[src/rtl/uart_pkg.sv]
// rtl/uart_pkg.sv - shared types and constants for the UART TX arbiter
package uart_pkg;

  typedef enum logic {
    IDLE = 1'b0,
    XFER = 1'b1
  } arb_state_t;

  localparam int UART_FIFO_DEPTH = 16;
  localparam int UART_FIFO_CNT_W = 5;

  // Round-robin successor of a requester index.
  function automatic logic [2:0] rr_next(input logic [2:0] id, input int n);
    return (int'(id) == n - 1) ? 3'd0 : id + 3'd1;
  endfunction

endpackage

[src/rtl/uart_tx_arbiter_if.sv]
// rtl/uart_tx_arbiter_if.sv - requester and TX FIFO side signals of the arbiter
interface uart_tx_arbiter_if #(
  parameter int NUM_REQ = 4
);
  import uart_pkg::*;

  logic [NUM_REQ-1:0]         req_valid;
  logic [NUM_REQ*8-1:0]       req_data;
  logic [NUM_REQ-1:0]         req_last;
  logic [NUM_REQ-1:0]         req_ready;
  logic [UART_FIFO_CNT_W-1:0] tx_fifo_count;
  logic                       tx_fifo_push;
  logic [7:0]                 tx_wdata;
  logic                       grant_valid;
  logic [2:0]                 grant_id;
  logic                       timeout_err;

  modport master (
    output req_valid, req_data, req_last, tx_fifo_count,
    input  req_ready, tx_fifo_push, tx_wdata, grant_valid, grant_id, timeout_err
  );

  modport slave (
    input  req_valid, req_data, req_last, tx_fifo_count,
    output req_ready, tx_fifo_push, tx_wdata, grant_valid, grant_id, timeout_err
  );

endinterface

[src/rtl/uart_rr_pick.sv]
// rtl/uart_rr_pick.sv - rotate-priority picker: first set request at or after ptr
module uart_rr_pick #(
  parameter int NUM_REQ = 4
) (
  input  logic [NUM_REQ-1:0] req_i,
  input  logic [2:0]         ptr_i,
  output logic [2:0]         idx_o,
  output logic               any_o
);
  logic [NUM_REQ-1:0] rot;
  logic [3:0]         sum;

  // Scan downward so the lowest rotated position (closest to ptr) wins.
  always_comb begin
    rot   = NUM_REQ'({req_i, req_i} >> ptr_i);
    idx_o = '0;
    any_o = 1'b0;
    sum   = '0;
    for (int k = NUM_REQ - 1; k >= 0; k--) begin
      if (rot[k]) begin
        sum = {1'b0, ptr_i} + 4'(k);
        if (sum >= 4'(NUM_REQ)) begin
          sum = sum - 4'(NUM_REQ);
        end
        idx_o = sum[2:0];
        any_o = 1'b1;
      end
    end
  end

endmodule

[src/rtl/uart_tx_arbiter.sv]
// rtl/uart_tx_arbiter.sv - message-granular round-robin sharing of one UART TX FIFO
module uart_tx_arbiter
  import uart_pkg::*;
#(
  parameter int NUM_REQ   = 4,
  parameter int MAX_BURST = 16,
  parameter int TIMEOUT   = 32
) (
  input  logic             PCLK,
  input  logic             PRESETn,
  uart_tx_arbiter_if.slave bus
);
  localparam logic [7:0]  BURST_LAST = 8'(MAX_BURST - 1);
  localparam bit          STALL_EN   = (TIMEOUT != 0);
  localparam logic [15:0] STALL_LAST = (TIMEOUT > 0) ? 16'(TIMEOUT - 1) : 16'd0;

  arb_state_t         state_q, state_d;
  logic [2:0]         rr_ptr_q, rr_ptr_d;
  logic [2:0]         grant_id_q, grant_id_d;
  logic               grant_valid_q, grant_valid_d;
  logic [7:0]         burst_cnt_q, burst_cnt_d;
  logic [15:0]        stall_cnt_q, stall_cnt_d;
  logic               push_q, push_d;
  logic [7:0]         wdata_q, wdata_d;
  logic               timeout_err_q, timeout_err_d;

  logic [NUM_REQ-1:0] ready_c;
  logic [5:0]         occupancy;
  logic               space_ok;
  logic               g_valid, g_last;
  logic [7:0]         g_data;
  logic [2:0]         pick_idx;
  logic               pick_any;

  uart_rr_pick #(.NUM_REQ(NUM_REQ)) u_pick (
    .req_i (bus.req_valid),
    .ptr_i (rr_ptr_q),
    .idx_o (pick_idx),
    .any_o (pick_any)
  );

  // The push still in flight is counted so the FIFO is never pushed while full.
  assign occupancy = {1'b0, bus.tx_fifo_count} + {5'd0, push_q};
  assign space_ok  = occupancy < 6'(UART_FIFO_DEPTH);

  always_comb begin
    g_valid = 1'b0;
    g_last  = 1'b0;
    g_data  = '0;
    for (int i = 0; i < NUM_REQ; i++) begin
      if (3'(i) == grant_id_q) begin
        g_valid = bus.req_valid[i];
        g_last  = bus.req_last[i];
        g_data  = bus.req_data[8*i +: 8];
      end
    end
  end

  always_comb begin
    state_d       = state_q;
    rr_ptr_d      = rr_ptr_q;
    grant_id_d    = grant_id_q;
    grant_valid_d = grant_valid_q;
    burst_cnt_d   = burst_cnt_q;
    stall_cnt_d   = stall_cnt_q;
    push_d        = 1'b0;
    wdata_d       = wdata_q;
    timeout_err_d = 1'b0;
    ready_c       = '0;
    case (state_q)
      IDLE: begin
        if (pick_any) begin
          state_d       = XFER;
          grant_id_d    = pick_idx;
          grant_valid_d = 1'b1;
          burst_cnt_d   = '0;
          stall_cnt_d   = '0;
        end
      end
      XFER: begin
        for (int i = 0; i < NUM_REQ; i++) begin
          if (3'(i) == grant_id_q) begin
            ready_c[i] = space_ok;
          end
        end
        if (g_valid && space_ok) begin
          push_d      = 1'b1;
          wdata_d     = g_data;
          burst_cnt_d = burst_cnt_q + 8'd1;
          stall_cnt_d = '0;
          if (g_last || burst_cnt_q == BURST_LAST) begin
            state_d       = IDLE;
            grant_valid_d = 1'b0;
            rr_ptr_d      = rr_next(grant_id_q, NUM_REQ);
          end
        end else if (!g_valid && STALL_EN) begin
          if (stall_cnt_q == STALL_LAST) begin
            state_d       = IDLE;
            grant_valid_d = 1'b0;
            rr_ptr_d      = rr_next(grant_id_q, NUM_REQ);
            timeout_err_d = 1'b1;
          end else begin
            stall_cnt_d = stall_cnt_q + 16'd1;
          end
        end
      end
      default: state_d = IDLE;
    endcase
  end

  always_ff @(posedge PCLK) begin
    if (!PRESETn) begin
      state_q       <= IDLE;
      rr_ptr_q      <= '0;
      grant_id_q    <= '0;
      grant_valid_q <= 1'b0;
      burst_cnt_q   <= '0;
      stall_cnt_q   <= '0;
      push_q        <= 1'b0;
      wdata_q       <= '0;
      timeout_err_q <= 1'b0;
    end else begin
      state_q       <= state_d;
      rr_ptr_q      <= rr_ptr_d;
      grant_id_q    <= grant_id_d;
      grant_valid_q <= grant_valid_d;
      burst_cnt_q   <= burst_cnt_d;
      stall_cnt_q   <= stall_cnt_d;
      push_q        <= push_d;
      wdata_q       <= wdata_d;
      timeout_err_q <= timeout_err_d;
    end
  end

  assign bus.req_ready    = ready_c;
  assign bus.tx_fifo_push = push_q;
  assign bus.tx_wdata     = wdata_q;
  assign bus.grant_valid  = grant_valid_q;
  assign bus.grant_id     = grant_id_q;
  assign bus.timeout_err  = timeout_err_q;

endmodule

[src/flat_wrapper.sv]
// flat-port wrapper written by rule: the top's interface ports become plain ports
module uart_tx_arbiter_flat import uart_pkg::*;
#(
  parameter int NUM_REQ   = 4,
  parameter int MAX_BURST = 16,
  parameter int TIMEOUT   = 32
)
  (PCLK, PRESETn, bus_req_valid, bus_req_data, bus_req_last, bus_tx_fifo_count, bus_req_ready, bus_tx_fifo_push, bus_tx_wdata, bus_grant_valid, bus_grant_id, bus_timeout_err);
  uart_tx_arbiter_if #(.NUM_REQ(NUM_REQ)) bus_i ();
  input  logic PCLK;
  input  logic PRESETn;
  input wire logic [$bits(bus_i.req_valid)-1:0] bus_req_valid;
  input wire logic [$bits(bus_i.req_data)-1:0] bus_req_data;
  input wire logic [$bits(bus_i.req_last)-1:0] bus_req_last;
  input wire logic [$bits(bus_i.tx_fifo_count)-1:0] bus_tx_fifo_count;
  output wire logic [$bits(bus_i.req_ready)-1:0] bus_req_ready;
  output wire logic [$bits(bus_i.tx_fifo_push)-1:0] bus_tx_fifo_push;
  output wire logic [$bits(bus_i.tx_wdata)-1:0] bus_tx_wdata;
  output wire logic [$bits(bus_i.grant_valid)-1:0] bus_grant_valid;
  output wire logic [$bits(bus_i.grant_id)-1:0] bus_grant_id;
  output wire logic [$bits(bus_i.timeout_err)-1:0] bus_timeout_err;
  assign bus_i.req_valid = bus_req_valid;
  assign bus_i.req_data = bus_req_data;
  assign bus_i.req_last = bus_req_last;
  assign bus_i.tx_fifo_count = bus_tx_fifo_count;
  assign bus_req_ready = bus_i.req_ready;
  assign bus_tx_fifo_push = bus_i.tx_fifo_push;
  assign bus_tx_wdata = bus_i.tx_wdata;
  assign bus_grant_valid = bus_i.grant_valid;
  assign bus_grant_id = bus_i.grant_id;
  assign bus_timeout_err = bus_i.timeout_err;
  uart_tx_arbiter #(.NUM_REQ(NUM_REQ), .MAX_BURST(MAX_BURST), .TIMEOUT(TIMEOUT)) u_core (.PCLK(PCLK), .PRESETn(PRESETn), .bus(bus_i));
endmodule
[config.mk]
export PLATFORM = sky130hd
export DESIGN_NAME = uart_tx_arbiter_flat
export DESIGN_NICKNAME = d
export VERILOG_FILES = /design/src/rtl/uart_pkg.sv /design/src/rtl/uart_tx_arbiter_if.sv /design/src/rtl/uart_rr_pick.sv /design/src/rtl/uart_tx_arbiter.sv /design/src/flat_wrapper.sv
export SDC_FILE = /design/constraint.sdc
export NUM_CORES = 1
export LEC_CHECK = 0
export ABC_AREA = 1
export ABC_CLOCK_PERIOD_IN_PS = 1800
export BUFFER_PORTS_ARGS = -buffer_cell sky130_fd_sc_hd__buf_2
export CORE_AREA = 2 2 96 98
export DETAILED_ROUTE_END_ITERATION = 6
export DIE_AREA = 0 0 98 100
export HOLD_SLACK_MARGIN = 0.15
export SYNTH_ARGS = -nofsm -noshare
export SYNTH_HDL_FRONTEND = slang
export SYNTH_HIERARCHICAL = 1
export SYNTH_SLANG_ARGS = --single-unit
[constraint.sdc]
create_clock -name PCLK -period 1.8 [get_ports PCLK]
set_input_delay 0.36 -clock PCLK [delete_from_list [all_inputs] [get_ports PCLK]]
set_output_delay 0.36 -clock PCLK [all_outputs]
set_load 0.005 [all_outputs]
* Yosys cells after proc, flatten, opt, wreduce, memory -nomap -nowiden
Cells that the tools add are included.
Word-level totals: register bits after elaboration 42, bits of input ports 47, logic and storage cells 110
Cells by class: add/sub/neg operators 11, $lt $le $gt $ge 5, equal/unequal tests 14, shift-type cells 1, muxes and demuxes 56, bitwise logic cells 2, reduce and logical (&&, ||, !) cells 12
Operators with widths (number):
- $mux W16 | 4
- $mux W8 | 6
- $mux W3 | 13
- $pmux W16 S2 | 1
- $mux W1 | 28
- $add A16 B1 Y16 const B | 1
- $eq A16 B5 Y1 const B | 1
- $pmux W8 S2 | 1
- $ge A4 B3 Y1 const B | 3
- $ne A3 B3 Y1 const B | 4
- $sub A3 B3 Y3 const B | 4
- $add A3 B2 Y4 const B | 2
- $add A8 B1 Y8 const B | 1
- $eq A8 B4 Y1 const B | 1
- $reduce_and A2 Y1 | 4
- $reduce_and A4 Y1 | 2
- $shr A8 B3 Y4 | 1
- $add A5 B1 Y6 | 1
- $eq A2 B3 Y1 const A | 2
- $lt A6 B5 Y1 const B | 1
- $ne A2 B2 Y1 const B | 3
- $add A3 B1 Y4 const B | 1
- $mux W4 | 1
- $pmux W1 S2 | 2
- 12 further kinds | 13

* Depth between registers and ports, before layout
Gate-level depths: netlist of run 1.
depth after elaboration 9, mapped depth 16

* Modules after synthesis
The synthesis of run 1 kept the hierarchy.
By module, submodules not included:
- uart_tx_arbiter | times used 1, cells each 438, area each 2745.1 sq um
- uart_rr_pick | times used 1, cells each 51, area each 226.5 sq um

* Worst setup path before layout of run 1
OpenSTA, ideal clock, no wires.
kind flip-flop to flip-flop, start register u_core.grant_id_q[1] (netlist: u_core/bus.grant_id[1]), end register u_core.stall_cnt_q[1], arrival time 1658 ps, path slack 28 ps, cell stages (with the launch flop) 15, buffers on the path 2, clock period less this slack 1772 ps, cells stage by stage dfxtp_1 > inv_1 > ha_1 > buf_4 > inv_2 > nand3_1 > nand2_1 > nand2_4 > nand2_4 > nand2_4 > buf_4 > nand2_1 > inv_1 > a21oi_1 > nor2_1
On the way: longest elaborated chain between the ends 8
Ends and longest elaborated chain:
- start: declaration | RTL line uart_tx_arbiter.sv:19 | logic [2:0] grant_id_q, grant_id_d;
- start signal: assignment | RTL line uart_tx_arbiter.sv:125 | grant_id_q <= grant_id_d;
- $logic_not A3 Y1 | RTL line uart_tx_arbiter.sv:51 | if (3'(i) == grant_id_q) begin
- $mux W1 (3 in a row) | RTL line uart_tx_arbiter.sv:51
- $mux W1 * | RTL line uart_tx_arbiter.sv:51
- $logic_and A1 B1 Y1 | RTL line uart_tx_arbiter.sv:86 | if (g_valid && space_ok) begin
- $ne A3 B3 Y1 (no source line) or $mux W16 (tied branches)
- $reduce_and A3 Y1 (no source line) or $pmux W16 S2 (tied branches)
- end signal: assignment | RTL line uart_tx_arbiter.sv:128 | stall_cnt_q <= stall_cnt_d;
- end: declaration | RTL line uart_tx_arbiter.sv:22 | logic [15:0] stall_cnt_q, stall_cnt_d;
Mark *: on every way between the ends. The rest lies on a longest branch, timed or not. A chain may end at the register's enable or synchronous reset.

* Worst setup path in the final report of run 1
start register u_core.grant_id_q[1] (netlist: u_core/bus.grant_id[1]), end output port bus_req_ready[3]
On the way: longest elaborated chain between the ends 3
Ends and longest elaborated chain:
- $eq A2 B3 Y1 | RTL line uart_tx_arbiter.sv:82 | if (3'(i) == grant_id_q) begin
- $mux W1 | RTL line uart_tx_arbiter.sv:82
- $mux W4 | RTL line uart_tx_arbiter.sv:70 | case (state_q)
- end: declaration | RTL line flat_wrapper.sv:16 | output wire logic [$bits(bus_i.req_ready)-1:0] bus_req_ready;
No other way between the ends.

==> results by group, run 1 <==
Power and ir drop
  – Clock Power Share: 27.7%
  – P_sw: 981 uW
  – Seq pwr share: 36.6%
  – Design internal power: 1810 uW
  – Switching share of power: 35.2%
  – Logic gate share of total power: 35.6%
  – Peak supply drop: 0.432 mV
  – Leak: 0.00189 uW
  – PwrDens: 687 nW/um2

Clocking
  – Total clock sinks: 42
  – Cts bufs inserted: 5
  – Hold Buf Count CTS: 0
  – Htree depth: 2
  – CTS tree: yes
  – Worst skew pair latency: 0.31 ns
  – Bufs on Longest Clock Path: 2
  – CTS root buf: clkbuf_8
  – Clk slew on worst S/H paths: 0.08 ns

Setup path
  – R2R Path End: u_core/stall_cnt_q[13]$_SDFFE_PN0P_
  – Worst setup SP type: register
  – WS Path Type: reg -> out
  – Worst R2R Start: u_core/bus.grant_id[0]$_SDFFE_PN0P_
  – Worst path required time: 1.44 ns
  – Crit. End Element: output pin
  – Worst r2r path cells: 14
  – Slowest stage delay, CP: 0.39 ns
  – Crit-path max FO: 18
  – Critical path's top delay family: flip-flops
  – Slowest CP cell: dfxtp_4
  – Crit-path cells: ha_1 -> nand2_2 -> buf_6 -> nor2_1 -> buf_2
  – Buf/Inv on CP: 2
  – Reg2Reg Setup Slack: 0.08 ns
  – Crit path DAT: 1.39 ns

STA
  – Slew Limit Fails: 0
  – Skew final: 0.0108 ns
  – Final setup violation count: 0
  – Final Hold Fails: 0
  – Tcrit/Tclk final: 97.2%
  – RSZ-0062 raised after global routing: true
  – Fmax: 572 MHz
  – PnR worst setup slack: 0.0506 ns
  – Period minus WS final: 1.75 ns

Cells and area
  – Nets: 638
  – Post-route insts no fill: 696
  – Final core occ: 45.7%
  – Area Overhead vs Synth: 36.6%
  – FF+latch area: 858 um2
  – Layout cells sized above 1: 33.3%
  – # fillers: 913
  – Multi-input gate area: 2030 um2
  – Diodes inserted: 0

Drt
  – DRC viols: 0
  – Via count: 3416
  – Routed length per instance: 12.3 um
  – ANT nets after route: 0
  – 1st-iter DRT viols: 210
  – Routed WL: 8580 um
  – Vias per inst: 4.91
  – First-pass iteration count of the detailed router: 5

Min path
  – Min-Delay Endpoint: u_core/bus.tx_wdata[1]$_SDFFE_PN0P_
  – Hold path cells: 3
  – Worst hold start: bus_req_data[25]
  – Worst min-delay path class: in -> reg

Global routing
  – Grt met3 use: 2.79%
  – Vias in the first global route: 3070
  – Grt total ovfl: 0
  – Met2 Use GR: 29.1%
  – Met1 usage: 20.4%
  – Largest net degree at the start of global routing: 24
  – First-pass GRT wire length: 13400 um
  – GRT Util Overall: 16.4%
  – Busiest grt layer: met2
  – Initial antenna violation count: 0

Logic synthesis
  – Synth Cell Area: 2970 um2
  – Mapped Cells: 489
  – Adder-Cell Fraction of Synth Area: 2.95%
  – Main combinational cell family by area after synthesis: simple AND/OR/NAND/NOR gates
  – Share of Yosys cell area claimed by the top area cell type: 28.3%
  – Area contributors post-synth: dfxtp_1 (28%), nand2_1 (17%), nand3_1 (8.3%)
  – Synth Area in XOR/XNOR: 2.06%
  – Sequential area share after synthesis: 28.3%
  – Synth warn: 6
  – Unique masters post-synth: 32
  – Syn Area/Cell: 6.08 um2
  – Synth Area in Compound Gates: 13.3%
  – Mux share of post-synthesis cell area: 0%
  – Syn nets: 543
  – Number of synthesized register bits: 42
  – Post-Synth Simple-Gate Area: 41.3%
  – Cell taking the most area after synthesis: dfxtp_1

Place
  – Pre-CTS WS: -0.0380 ns
  – Port bufs: 64
  – RePlAce Congestion: 0.895
  – Dpl cells: 677
  – Hpwl dp: 6280 um

Floorplan
  – Std cell rows: 35
  – Die X: 98 um
  – Core ar.: 8890 um2
  – Die area: 9800 um2
  – IO Pins: 65
  – Vert. Die Dim: 100 um
  – Initial Utilization: 33.4%

Status
  – Status: complete, no violations

Run
  – MaxCap Viol Count: 0
timing repair:
action                     4_1_cts  5_1_grt
setup endpoints to repair       23       43
cloned                           0        4
gates resized for setup         11       78
buffers inserted                 0        7
pin swaps                        0       23
per-layer routing:
metal / part of all wire (%) / wire length [um] / vias to the layer above
li1: - / - / 1752
met5: 0 / 0 / -
met4: 2.4 / 204 / 0
met1: 45 / 3850 / 1561
met2: 49 / 4240 / 83
met3: 3.3 / 286 / 20
cell type report:
class | count | share of cell area (%)
Tap cell | 111 | 3.42
Timing Repair Buffer | 104 | 16.4
Clock inverter | 2 | 0.925
Clock buffer | 6 | 1.79
Sequential cell | 42 | 21.1
Inverter | 66 | 6.35
Multi-Input combinational cell | 365 | 50.0
kinds of logic (layout without fill, tap and decap cells):
group,after synthesis,in the layout
buf+inv,83,178
compound gates,67,67
fa+ha+maj,7,7
xor+xnor,7,7
flops,42,42
other cells,1,1
simple gates,282,283
per-stage QoR:
stage | setup TNS (ns) | hold WS (ns) | power [uW] | area [um2]
final | 0 | 0.360 | 2790 | 4060
after global routing | -0.464 | 0.367 | 2950 | 4060
after CTS | 0 | 0.361 | 2590 | 3690
after detailed placement | -0.291 | 0.456 | 1810 | 3550
after global placement | -0.0437 | 0.452 | 1800 | 3550
after floorplan | 0 | 0.442 | 1540 | 2970
how the worst max path moves through the flow:
stage / startpoint / to / slack [ns] / cells past startpoint
after floorplan: u_core/bus.grant_id[1]$_SDFFE_PN0P_ / u_core/stall_cnt_q[1]$_SDFFE_PN0P_ / 0.03 / 14
after global placement: u_core/bus.grant_id[1]$_SDFFE_PN0P_ / u_core/burst_cnt_q[5]$_SDFFE_PN0P_ / -0.02 / 13
after detailed placement: u_core/rr_ptr_q[0]$_SDFFE_PN0P_ / u_core/stall_cnt_q[14]$_SDFFE_PN0P_ / -0.04 / 14
after CTS: u_core/bus.grant_id[1]$_SDFFE_PN0P_ / bus_req_ready[1] / 0.002 / 6
after global routing: u_core/rr_ptr_q[2]$_SDFFE_PN0P_ / u_core/stall_cnt_q[10]$_SDFFE_PN0P_ / -0.07 / 15
final: u_core/bus.grant_id[1]$_SDFFE_PN0P_ / bus_req_ready[3] / 0.05 / 5
power by group through the flow:
stage,Combinational [uW],Clock [uW],Sequential [uW]
2_1_floorplan,517,0,1020
3_3_place_gp,774,0,1030
3_5_place_dp,777,0,1030
4_1_cts,795,788,1010
5_1_grt,1090,829,1030
6_report,994,774,1020
worst min-delay path, cell delays in order:
cell and delay, ns:
buf_2 0.08, o211ai_1 0.08, a21oi_1 0.11
sequential cells by signal (all words and copies together) (netlist names):
| name | count |
|---|---|
| u_core/burst_cnt_q | 8 |
| u_core/bus.grant_id | 3 |
| u_core/bus.grant_valid | 1 |
| u_core/bus.timeout_err | 1 |
| u_core/bus.tx_fifo_push | 1 |
| u_core/bus.tx_wdata | 8 |
| u_core/rr_ptr_q | 3 |
| u_core/stall_cnt_q | 16 |
| u_core/state_q | 1 |
Yosys cell counts (all sizes together):
| library cell | instances |
|---|---|
| or2 | 1 |
| o211ai | 8 |
| ha | 7 |
| o21ai | 12 |
| dfxtp | 42 |
| inv | 64 |
| nor4 | 1 |
| nand2 | 149 |
| nand3 | 52 |
| nand3b | 2 |
| clkinv | 2 |
| xor2 | 7 |
| o21a | 1 |
| a21boi | 1 |
| buf | 12 |
| clkbuf | 5 |
| nor2 | 64 |
| a21oi | 36 |
| nand4 | 5 |
| o22ai | 8 |
| a22o | 1 |
| conb | 1 |
| nor3 | 8 |
placed cells by master, fill, tap and decap left out, drive strengths merged:
master    Yosys  layout
buf          12     103
nand4         5       5
or2           1       1
nand2       149     150
o22ai         8       8
o21a          1       1
nor4          1       1
clkinv        2       1
nand3        52      52
nor2         64      64
dfxtp        42      42
conb          1       1
ha            7       7
nor3          8       8
xor2          7       7
a21boi        1       1
o211ai        8       8
clkbuf        5       7
inv          64      65
clkinvlp      0       1
a22o          1       1
a21oi        36      36
bufinv        0       1
o21ai        12      12
nand3b        2       2
(Power assumes the default switching activity.)
==> inputs of run 2 (changes only) <==
--- a/config.mk
+++ b/config.mk
@@ -7,10 +7,10 @@
 export LEC_CHECK = 0
 export ABC_AREA = 1
 export ABC_CLOCK_PERIOD_IN_PS = 1800
-export BUFFER_PORTS_ARGS = -buffer_cell sky130_fd_sc_hd__buf_2
 export CORE_AREA = 2 2 96 98
 export DETAILED_ROUTE_END_ITERATION = 6
 export DIE_AREA = 0 0 98 100
+export DONT_BUFFER_PORTS = 1
 export HOLD_SLACK_MARGIN = 0.15
 export SYNTH_ARGS = -nofsm -noshare
 export SYNTH_HDL_FRONTEND = slang
==> constraint.sdc (replaced) <==
create_clock -name PCLK -period 1.8 [get_ports PCLK]
set_input_delay 0.36 -clock PCLK [delete_from_list [all_inputs] [get_ports PCLK]]
set_output_delay 0.36 -clock PCLK [all_outputs]
set_load 0.02 [all_outputs]
==> results by group, run 2 (same netlist as run 1, synthesis figures left out) <==
Power and ir drop
  – PwrDens: 707 nW/um2
  – Logic gate share of total power: 36.0%
  – Design internal power: 1640 uW
  – P_sw: 1020 uW
  – Tot Pwr: 2660 uW
  – Peak supply drop: 0.346 mV
  – Switching share of power: 38.3%
  – Seq pwr share: 39.0%
  – Clock Power Share: 24.9%
  – Leak: 0.00163 uW

Cells and area
  – Final Cell Area: 3770 um2
  – Nets: 575
  – Max reg flops: 16
  – Biggest register: u_core/stall_cnt_q
  – # fillers: 919
  – FF+latch area: 857 um2
  – Area Overhead vs Synth: 26.7%
  – Layout cells sized above 1: 25.7%
  – Diodes inserted: 0
  – Commonest non-fill, non-tap cell in the layout: nand2_1
  – Multi-input gate area: 2050 um2
  – Most frequent cells in the layout: nand2_1 (123), nor2_1 (54), inv_1 (49)

Global routing
  – Largest net degree at the start of global routing: 23
  – First-pass GRT wire length: 12600 um
  – Vias in the first global route: 2821
  – Initial antenna violation count: 0
  – GRT Util Overall: 15.3%
  – Grt total ovfl: 0

Setup path
  – Crit. Startpoint: u_core/bus.grant_id[0]$_SDFFE_PN0P_
  – Worst setup SP type: register
  – Crit. End Element: register
  – Most numerous cell on the critical path: nand2_4
  – Worst R2R Start: u_core/bus.grant_id[0]$_SDFFE_PN0P_
  – Crit path DAT: 1.98 ns
  – Worst path required time: 2.04 ns
  – Crit-path cells: inv_4 -> ha_4 -> nand2_4 -> nand2_1 -> clkinv_1 -> nand2_2 -> nand2_4 -> nand2_4 -> nand2_4 -> nand3_4 -> nand2_4 -> nand2_1 -> a21oi_2
  – Slowest stage delay, CP: 0.41 ns
  – WS Path Type: reg -> reg
  – Slowest CP cell: dfxtp_4
  – Crit-path max FO: 12

Clocking
  – Cts bufs inserted: 5
  – Total clock sinks: 42
  – Clk slew on worst S/H paths: 0.09 ns
  – Htree depth: 2
  – Worst skew pair latency: 0.31 ns
  – CTS tree: yes
  – CTS root buf: clkbuf_8
  – Bufs on Longest Clock Path: 2

Floorplan
  – Die area: 9800 um2
  – Core ar.: 8890 um2
  – Initial Utilization: 33.4%
  – Vert. Die Dim: 100 um
  – Die X: 98 um
  – Std cell rows: 35
  – IO Pins: 65

STA
  – Tcrit/Tclk final: 96.8%
  – Period minus WS final: 1.74 ns
  – Sum Neg Setup Slack: 0 ns
  – Final setup violation count: 0
  – Skew final: 0.00777 ns
  – Fmax: 574 MHz
  – Slew Limit Fails: 0
  – RSZ-0062 raised after global routing: true
  – Final Hold Fails: 0

Drt
  – DRC viols: 0
  – Routed WL: 8030 um
  – ANT nets after route: 0
  – Routed length per instance: 12.7 um
  – 1st-iter DRT viols: 202
  – Via count: 3181
  – Vias per inst: 5.03
  – First-pass iteration count of the detailed router: 6

Status
  – Status: complete, no violations

Min path
  – Worst min-delay path class: in -> reg
  – Worst hold start: PRESETn

Place
  – RePlAce Congestion: 0.863
  – Hpwl dp: 5840 um
  – Placed cell areas: 3250 um2
  – Port bufs: 0

Run
  – MaxCap Viol Count: 0
[run 2: per-layer routing]
metal	track usage [%]	vias up	routed length, um
li1	-	1622	-
met1	19.5	1444	3600
met2	26.4	106	3860
met3	2.86	9	466
met4	4.17	0	102
met5	0	-	0
[run 2: metrics by stage]
stage	hold WS (ns)	setup slack [ns]	std cells	utilization, %
after floorplan	0.444	-0.00578	489	-
after global placement	0.457	0.0253	616	36.6
after detailed placement	0.461	-0.0424	616	36.6
after CTS	0.154	-0.000182	624	38.2
after global routing	0.162	-0.0851	633	42.4
final	0.159	0.0570	633	42.4
[run 2: final cells by class]
class / count / area share, %
Clock buffer: 5 / 1.83
Timing Repair Buffer: 41 / 9.60
Tap cell: 111 / 3.69
Inverter: 66 / 6.98
Multi-Input combinational cell: 365 / 54.5
Clock inverter: 3 / 0.664
Sequential cell: 42 / 22.8
[run 2: path summary, 6_finish.rpt]
path | endpoint | slack [ns] | cells past startpoint
hold reg to reg | u_core/burst_cnt_q[7]$_SDFFE_PN0P_ | 0.48 | 2
setup reg to reg | u_core/stall_cnt_q[5]$_SDFFE_PN0P_ | 0.06 | 13
hold / removal | u_core/rr_ptr_q[0]$_SDFFE_PN0P_ | 0.16 | 2
setup / recovery | u_core/stall_cnt_q[5]$_SDFFE_PN0P_ | 0.06 | 13
[run 2: timing repair]
action | 4_1_cts | 5_1_grt
endpoints found under the setup margin | 17 | 41
buffers inserted | 0 | 6
resized for setup | 14 | 85
pin swaps | 0 | 21
hold buffers | 0 | 0
cloned | 0 | 3
[run 2: power groups by stage]
stage / Clock (uW) / Sequential (uW) / Combinational [uW]
2_1_floorplan: 0 / 1050 / 521
3_3_place_gp: 0 / 1040 / 722
5_1_grt: 714 / 1050 / 1050
4_1_cts: 681 / 1030 / 748
6_report: 663 / 1040 / 960
3_5_place_dp: 0 / 1050 / 728
[run 2: worst max-delay path: cells and delay by family (launching register included)]
kind	cells	cell delay (ns)
and+or+nand+nor	9	0.85
adders and majority gates	1	0.16
buffers and inverters	2	0.11
AOI/OAI and AO/OA	1	0.13
DFF	1	0.41
==> inputs of run 3 (changes only) <==
--- a/config.mk
+++ b/config.mk
@@ -7,9 +7,9 @@
 export LEC_CHECK = 0
 export ABC_AREA = 1
 export ABC_CLOCK_PERIOD_IN_PS = 1800
-export CORE_AREA = 2 2 96 98
+export CORE_AREA = 2 2 90 92
 export DETAILED_ROUTE_END_ITERATION = 6
-export DIE_AREA = 0 0 98 100
+export DIE_AREA = 0 0 92 94
 export DONT_BUFFER_PORTS = 1
 export HOLD_SLACK_MARGIN = 0.15
 export SYNTH_ARGS = -nofsm -noshare
==> constraint.sdc (replaced) <==
create_clock -name PCLK -period 1.8 [get_ports PCLK]
set_input_delay 0 -clock PCLK [delete_from_list [all_inputs] [get_ports PCLK]]
set_output_delay 0 -clock PCLK [all_outputs]
set_load 0.02 [all_outputs]
==> results by group, run 3 (same netlist as run 1, synthesis figures left out) <==
Setup path
  – Reg2Reg Setup Slack: 0.02 ns
  – Worst R2R Start: u_core/rr_ptr_q[0]$_SDFFE_PN0P_
  – Worst path required time: 2.00 ns
  – R2R Path End: u_core/stall_cnt_q[8]$_SDFFE_PN0P_
  – Worst setup SP type: register
  – WS Path Type: reg -> reg
  – Crit. End Element: register
  – Worst r2r path cells: 15
  – Crit-path max FO: 6
  – Crit path DAT: 1.98 ns

Clocking
  – Cts bufs inserted: 5
  – CTS tree: yes
  – Worst skew pair latency: 0.30 ns
  – Total clock sinks: 42
  – Htree depth: 2
  – Clk slew on worst S/H paths: 0.08 ns
  – CTS root buf: clkbuf_8
  – Bufs on Longest Clock Path: 2

Min path
  – Hold path cells: 6
  – Min-Delay Endpoint: u_core/bus.tx_wdata[1]$_SDFFE_PN0P_
  – Worst hold start: bus_req_data[9]
  – Worst min-delay path class: in -> reg

Power and ir drop
  – Switching share of power: 36.7%
  – Logic gate share of total power: 37.2%
  – Peak supply drop: 0.308 mV
  – PwrDens: 673 nW/um2
  – Clock Power Share: 24.3%
  – Design internal power: 1700 uW
  – Leak: 0.00173 uW
  – P_sw: 987 uW
  – Seq pwr share: 38.5%

Cells and area
  – Post-route insts no fill: 654
  – Biggest register: u_core/stall_cnt_q
  – Commonest non-fill, non-tap cell in the layout: nand2_1
  – Nets: 605
  – Final Cell Area: 4000 um2
  – Final core occ: 52.5%
  – Diodes inserted: 0
  – Layout cells sized above 1: 25.4%
  – Area Overhead vs Synth: 34.5%
  – Most frequent cells in the layout: nand2_1 (115), nor2_1 (55), inv_1 (50)
  – Max reg flops: 16

STA
  – Sum Neg Setup Slack: 0 ns
  – Final setup violation count: 0
  – Tcrit/Tclk final: 98.9%
  – Fmax: 562 MHz
  – Max_slew headroom: 66.1%
  – Slew Limit Fails: 0
  – Skew final: 0.00847 ns
  – Least-Margin Pin Slew: 0.508 ns
  – Hold WS: 0.183 ns
  – Final Hold Fails: 0
  – RSZ-0062 raised after global routing: true
  – Period minus WS final: 1.78 ns

Drt
  – First-pass iteration count of the detailed router: 5
  – 1st-iter DRT viols: 171
  – ANT nets after route: 0
  – Routed length per instance: 12.9 um
  – DRC viols: 0
  – Via count: 3279
  – Vias per inst: 5.01
  – Routed WL: 8450 um

Place
  – RePlAce Congestion: 0.837
  – Dpl cells: 611
  – Hpwl dp: 5790 um
  – Placed cell areas: 3270 um2
  – Port bufs: 0

Global routing
  – First-pass GRT wire length: 13500 um
  – Met2 Use GR: 33.3%
  – GRT Util Overall: 19.0%
  – Initial antenna violation count: 0
  – Vias in the first global route: 3106
  – Met1 usage: 23.5%
  – Busiest grt layer: met2
  – Grt total ovfl: 0
  – Largest net degree at the start of global routing: 18
  – Grt met3 use: 3.21%

Floorplan
  – Initial Utilization: 39.1%
  – Vert. Die Dim: 94 um
  – IO Pins: 65
  – Die area: 8650 um2
  – Die X: 92 um
  – Std cell rows: 32
  – Core ar.: 7610 um2

Status
  – Status: complete, no violations

Run
  – MaxCap Viol Count: 0
run 3: timing repair:
action,4_1_cts,5_1_grt
pin swaps,1,27
gates cloned,0,3
setup buffers,0,7
endpoints found under the setup margin,23,39
endpoints found under the hold margin,23,0
hold buffers,25,0
resized for setup,9,83
run 3: area by class of cell:
| type | instances | area [um2] |
|---|---|---|
| repair buffers | 71 | 614 |
| inverters | 66 | 268 |
| clock buffers | 6 | 82.6 |
| well taps | 102 | 128 |
| multi-input cells | 365 | 2040 |
| flip-flops and latches | 42 | 856 |
| fillers | 777 | 3610 |
| clock inverters | 2 | 12.5 |
run 3: critical path, stage by stage (launching register included):
cell	delay [ns]
dfxtp_4	0.39
nand3_1	0.14
nand2_2	0.08
nand2_2	0.07
nand2_2	0.07
nor2_1	0.11
nand3_1	0.10
inv_2	0.09
nor2_4	0.04
inv_2	0.09
nand3_4	0.12
buf_6	0.17
nand3_1	0.07
nand2_1	0.05
inv_1	0.05
nor2_1	0.04
run 3: how the worst max path moves through the flow:
stage                                                to  slack (ns)                                 from  cells after the start
finish               u_core/stall_cnt_q[8]$_SDFFE_PN0P_        0.02      u_core/rr_ptr_q[0]$_SDFFE_PN0P_                     15
global route         u_core/stall_cnt_q[8]$_SDFFE_PN0P_       -0.11      u_core/rr_ptr_q[0]$_SDFFE_PN0P_                     15
CTS                  u_core/burst_cnt_q[7]$_SDFFE_PN0P_       0.001  u_core/bus.grant_id[0]$_SDFFE_PN0P_                     13
detailed placement   u_core/stall_cnt_q[2]$_SDFFE_PN0P_       -0.07      u_core/rr_ptr_q[0]$_SDFFE_PN0P_                     14
global placement    u_core/stall_cnt_q[13]$_SDFFE_PN0P_     -0.0006      u_core/rr_ptr_q[0]$_SDFFE_PN0P_                     15
floorplan            u_core/stall_cnt_q[1]$_SDFFE_PN0P_      -0.006  u_core/bus.grant_id[1]$_SDFFE_PN0P_                     14
run 3: through the flow:
| step | worst slack, ns | total power [uW] |
|---|---|---|
| finish | 0.0194 | 2690 |
| global route | -0.109 | 2860 |
| CTS | 0.00139 | 2520 |
| detailed placement | -0.0656 | 1800 |
| global placement | -0.000635 | 1790 |
| floorplan | -0.00578 | 1570 |
run 3: power groups by stage:
stage / logic, uW / clock network (uW) / registers, uW
floorplan: 521 / 0 / 1050
global placement: 743 / 0 / 1040
detailed placement: 752 / 0 / 1040
CTS: 817 / 684 / 1020
global route: 1100 / 717 / 1040
finish: 1000 / 653 / 1040
run 3: per-layer routing:
layer,vias to the layer above,wire length (um)
met5,-,0
met4,0,143
met3,15,369
met2,82,4240
met1,1504,3690
li1,1678,-
